==> src/rtl/sram_bus_arbiter.sv <==
// sram_bus_arbiter: shares one SRAM-like bus between fetch and load/store, one transaction at a time.
// Define ARB_ROUND_ROBIN_EN for alternating grants when both sides are pending; otherwise data wins.
module sram_bus_arbiter (
  input  logic        clk,
  input  logic        rst,
  input  logic        inst_req,
  input  logic [31:0] inst_addr,
  output logic [31:0] inst_rdata,
  output logic        inst_stall,
  input  logic        data_req,
  input  logic        data_we,
  input  logic [1:0]  data_size,
  input  logic [31:0] data_addr,
  input  logic [31:0] data_wdata,
  output logic [31:0] data_rdata,
  output logic        data_stall,
  output logic        bus_req,
  output logic        bus_wr,
  output logic [1:0]  bus_size,
  output logic [31:0] bus_addr,
  output logic [31:0] bus_wdata,
  input  logic        bus_addr_ok,
  input  logic        bus_data_ok,
  input  logic [31:0] bus_rdata
);
  localparam logic [1:0] IDLE = 2'd0, ADDR = 2'd1, WAIT = 2'd2;
  logic [1:0] state;
  logic owner, inst_done, data_done, grant_data, grant, complete, advance;
  assign inst_stall = inst_req & ~inst_done;
  assign data_stall = data_req & ~data_done;
  assign grant = state == IDLE && (inst_stall || data_stall);
  assign complete = state == WAIT && bus_data_ok;
  assign advance = ~inst_stall & ~data_stall;
  assign bus_req = state == ADDR;
`ifdef ARB_ROUND_ROBIN_EN
  logic last_data;
  assign grant_data = data_stall & (~inst_stall | ~last_data);
  always_ff @(posedge clk)
    last_data <= rst ? 1'b1 : grant ? grant_data : last_data;
`else
  assign grant_data = data_stall;
`endif
  // owner: 0 = inst, 1 = data; a result whose requester dropped req is kept in the hold reg but not flagged done
  always_ff @(posedge clk) begin
    if (rst) begin
      state <= IDLE;
      owner <= 1'b0;
      bus_wr <= 1'b0;
      bus_size <= 2'b00;
      bus_addr <= 32'd0;
      bus_wdata <= 32'd0;
      inst_rdata <= 32'd0;
      data_rdata <= 32'd0;
      inst_done <= 1'b0;
      data_done <= 1'b0;
    end else begin
      if (grant) begin
        state <= ADDR;
        owner <= grant_data;
        bus_wr <= grant_data & data_we;
        bus_size <= grant_data ? data_size : 2'b10;
        bus_addr <= grant_data ? data_addr : inst_addr;
        bus_wdata <= grant_data ? data_wdata : 32'd0;
      end else if (state == ADDR && bus_addr_ok) state <= WAIT;
      else if (complete) state <= IDLE;
      if (complete && owner) data_rdata <= bus_rdata;
      if (complete && !owner) inst_rdata <= bus_rdata;
      inst_done <= (complete && !owner && inst_req) || (inst_done && !advance);
      data_done <= (complete && owner && data_req) || (data_done && !advance);
    end
  end
endmodule
==> config.mk <==
export PLATFORM = sky130hd
export DESIGN_NAME = sram_bus_arbiter
export DESIGN_NICKNAME = d
export VERILOG_FILES = /design/src/rtl/sram_bus_arbiter.sv
export SDC_FILE = /design/constraint.sdc
export NUM_CORES = 1
export LEC_CHECK = 0
export CELL_PAD_IN_SITES_DETAIL_PLACEMENT = 2
export CELL_PAD_IN_SITES_GLOBAL_PLACEMENT = 2
export CORE_MARGIN = 2
export CORE_UTILIZATION = 22
export CTS_CLUSTER_DIAMETER = 30
export DETAILED_ROUTE_END_ITERATION = 12
export PLACE_DENSITY = 0.78
export SLEW_MARGIN = 25
export SYNTH_ARGS = -nofsm -noshare
export SYNTH_HDL_FRONTEND = slang
export SYNTH_SLANG_ARGS = --single-unit
==> constraint.sdc <==
create_clock -name clk -period 2.06 [get_ports clk]
set_clock_uncertainty 0.1 [all_clocks]
set_input_delay 0.206 -clock clk [delete_from_list [all_inputs] [get_ports clk]]
set_output_delay 0.206 -clock clk [all_outputs]
set_load 0.01 [all_outputs]
==> impl_metrics.json <==
{
  "synthCells": 605,
  "tightest_slew_ps": 539,
  "grt_pass1_vias": 5856,
  "path_clk_slew_ps": 60,
  "core_sq_mm": 0.0250,
  "drive_gt1_share_pct": 9.45,
  "die_x_um": 163,
  "cts_resized": 0,
  "synth_compound_area_share_pct": 20.4,
  "portBuffers": 270,
  "fin_crit_sh_pct": 94.2,
  "fin_nets": 992,
  "grt.overflow.total": 0,
  "endpoint": "inst_stall",
  "cap_violations": 0,
  "rows": 58,
  "slew_viol_final": 0,
  "grt.total_usage_pct": 16.1,
  "final_hold_viol_count": 0,
  "busiest_layer": "met2",
  "yosys.area_share.adder_pct": 0,
  "worst_hold_slack_ps": 110,
  "final_cells": 1198,
  "antenna_found_initial": 0,
  "tns_ps": 0,
  "arrival_ps": 1630,
  "clk_latency_ps": 410,
  "finalSetupViolCount": 0,
  "h-tree-depth": 4,
  "crit_path_end_kind": "primary output",
  "worstPathMaxFanout": 5,
  "syn-cell-area_sq_mm": 0.00553,
  "ys.flop_type": "dfxtp_1",
  "vias": 5421,
  "fmax_mhz": 515,
  "reg2reg_from": "state[0]",
  "areaGrowthSynthToFinish_pct": 65.9,
  "p_total_uw": 7140,
  "drtPass1Iterations": 6,
  "r2r-end": "bus_wdata[18]",
  "synth_top_cell_by_area": "dfxtp_1",
  "cts_root_buf": "clkbuf_16",
  "drc": 0,
  "hold_buffers": 0,
  "syn-num-nets": 742,
  "die_y_um": 163,
  "yosys-top-cells-area": "dfxtp_1, nand2_1, o211ai_2, a32o_1, a21oi_1",
  "peakVddDrop_mv": 0.437,
  "final_util_pct": 36.8,
  "die-area_sq_mm": 0.0264,
  "cts_tree": "yes",
  "critPathLaunch": "inst_done",
  "io_pins": 271,
  "via_per_inst": 4.53,
  "synth-seq-cells": 136,
  "status": "finished clean",
  "routedWlPerCell_um": 17.9,
  "drt_iter0_markers": 207,
  "synth_top_family_by_area": "compound AO/OA/AOI/OAI gates",
  "synthMuxAreaShare_pct": 5.79,
  "synth_xor_area_share_pct": 0,
  "yosysUniqueCellTypes": 31,
  "grt_first_pass_wirelength_mm": 33.1,
  "clock-sinks": 136,
  "ys_top_cells_by_count": "nand2_1, dfxtp_1, a21oi_1",
  "ys_seq_area_share_pct": 49.2,
  "grt_start_max_net_pins": 51,
  "cp.required_ps": 1750,
  "p_per_area_mw_per_mm2": 778,
  "cp-start-kind": "register",
  "yosys_warnings": 0,
  "slew-limit-headroom_pct": 64.1,
  "ant_nets": 0,
  "clk_path_buf_depth": 2,
  "diodes": 0,
  "start_util_pct": 22.2,
  "gr-usage-met2_pct": 28.1,
  "grtUsageMet1_pct": 19.4,
  "dpl.cell_count": 1166,
  "yosysTopAreaCellShare_pct": 49.2,
  "async_flop_share_pct": 0,
  "hold_path_class": "input pin to register",
  "reg2reg_depth": 5,
  "p_leak_uw": 0.00328,
  "worstSetupPathType": "register to primary output",
  "detailed_place_hpwl_mm": 15.0,
  "synth_edf_count": 0,
  "rsz0062_at_grt": "no",
  "cts_buffers": 17,
  "wl_mm": 21.4,
  "fin_crit_ps": 1940,
  "gp_congestion": 0.729,
  "synth-simple-area-share_pct": 19.1,
  "postSynthAreaPerCell_sq_um": 9.15,
  "use_met3_pct": 5.50,
  "postCtsSetupBuffers": 0,
  "r2r_slack_ps": 430,
  "synth_most_common_cell": "nand2_1"
}
sequential cells by signal, indices dropped and copies added (netlist names):
| register | flops |
|---|---|
| bus_addr | 32 |
| bus_size | 2 |
| bus_wdata | 32 |
| bus_wr | 1 |
| data_done | 1 |
| data_rdata | 32 |
| inst_done | 1 |
| inst_rdata | 32 |
| owner | 1 |
| state | 2 |
worst min-delay path by stage:
stage                           to           start  cells past startpoint
finish               data_rdata[3]             rst                      2
global route         data_rdata[3]             rst                      2
CTS                      data_done             rst                      2
detailed placement  data_rdata[17]  data_rdata[17]                      2
global placement       bus_size[1]     bus_size[1]                      2
floorplan              bus_size[0]    data_size[0]                      1
through the flow:
step | instance area (sq um) | setup slack [ps]
after global placement | 8590 | 178
final | 9180 | 120
after CTS | 9180 | 67.2
after detailed placement | 8590 | 152
after global routing | 9180 | 13.9
after floorplan | 5530 | 505
cells by family after synthesis:
family | after synthesis
buf+inv | 60
compound gates | 141
flops | 136
simple gates | 236
mux | 32
layout make-up:
class | count | area, sq um
flip-flops and latches | 136 | 2720
multi-input cells | 409 | 2530
inverters | 5 | 18.8
repair buffers | 286 | 2910
clock inverters | 13 | 148
clock buffers | 19 | 443
well taps | 330 | 413
fillers | 2753 | 15800
placed cells by master, fill, tap and decap left out, types with 2 or more instances in the layout:
master / synthesis / final
dfxtp_1: 136 / 136
clkdlybuf4s50_1: 0 / 269
o211ai_1: 3 / 3
nand2_1: 160 / 160
inv_1: 4 / 4
buf_4: 1 / 10
clkinv_2: 0 / 2
clkinvlp_4: 0 / 3
o21ai_0: 2 / 2
nand3_1: 32 / 32
nor2b_1: 33 / 33
buf_12: 0 / 7
bufinv_16: 0 / 2
a21oi_1: 67 / 67
clkinv_4: 0 / 4
a32o_1: 34 / 34
mux2i_1: 32 / 32
o211ai_2: 29 / 29
clkbuf_16: 0 / 17
nor2_1: 2 / 2
a22oi_1: 2 / 2
report_power, final:
part           total (uW)  internal [uW]  switching (uW)
clock                3070           1830            1240
combinational        1220            673             545
sequential           2850           2770            76.6
routing by layer:
metal / vias to the layer above / share of wire, %
li1: 2599 / -
met1: 2639 / 44
met2: 174 / 49
met3: 9 / 6.6
met4: 0 / 0.62
met5: - / 0
critical path, cell delays in order, from the launching register on:
cell and delay, ps:
dfxtp_1 300, nand2b_1 230, inv_1 110, clkdlybuf4s50_1 580
(Power assumes the default switching activity.)
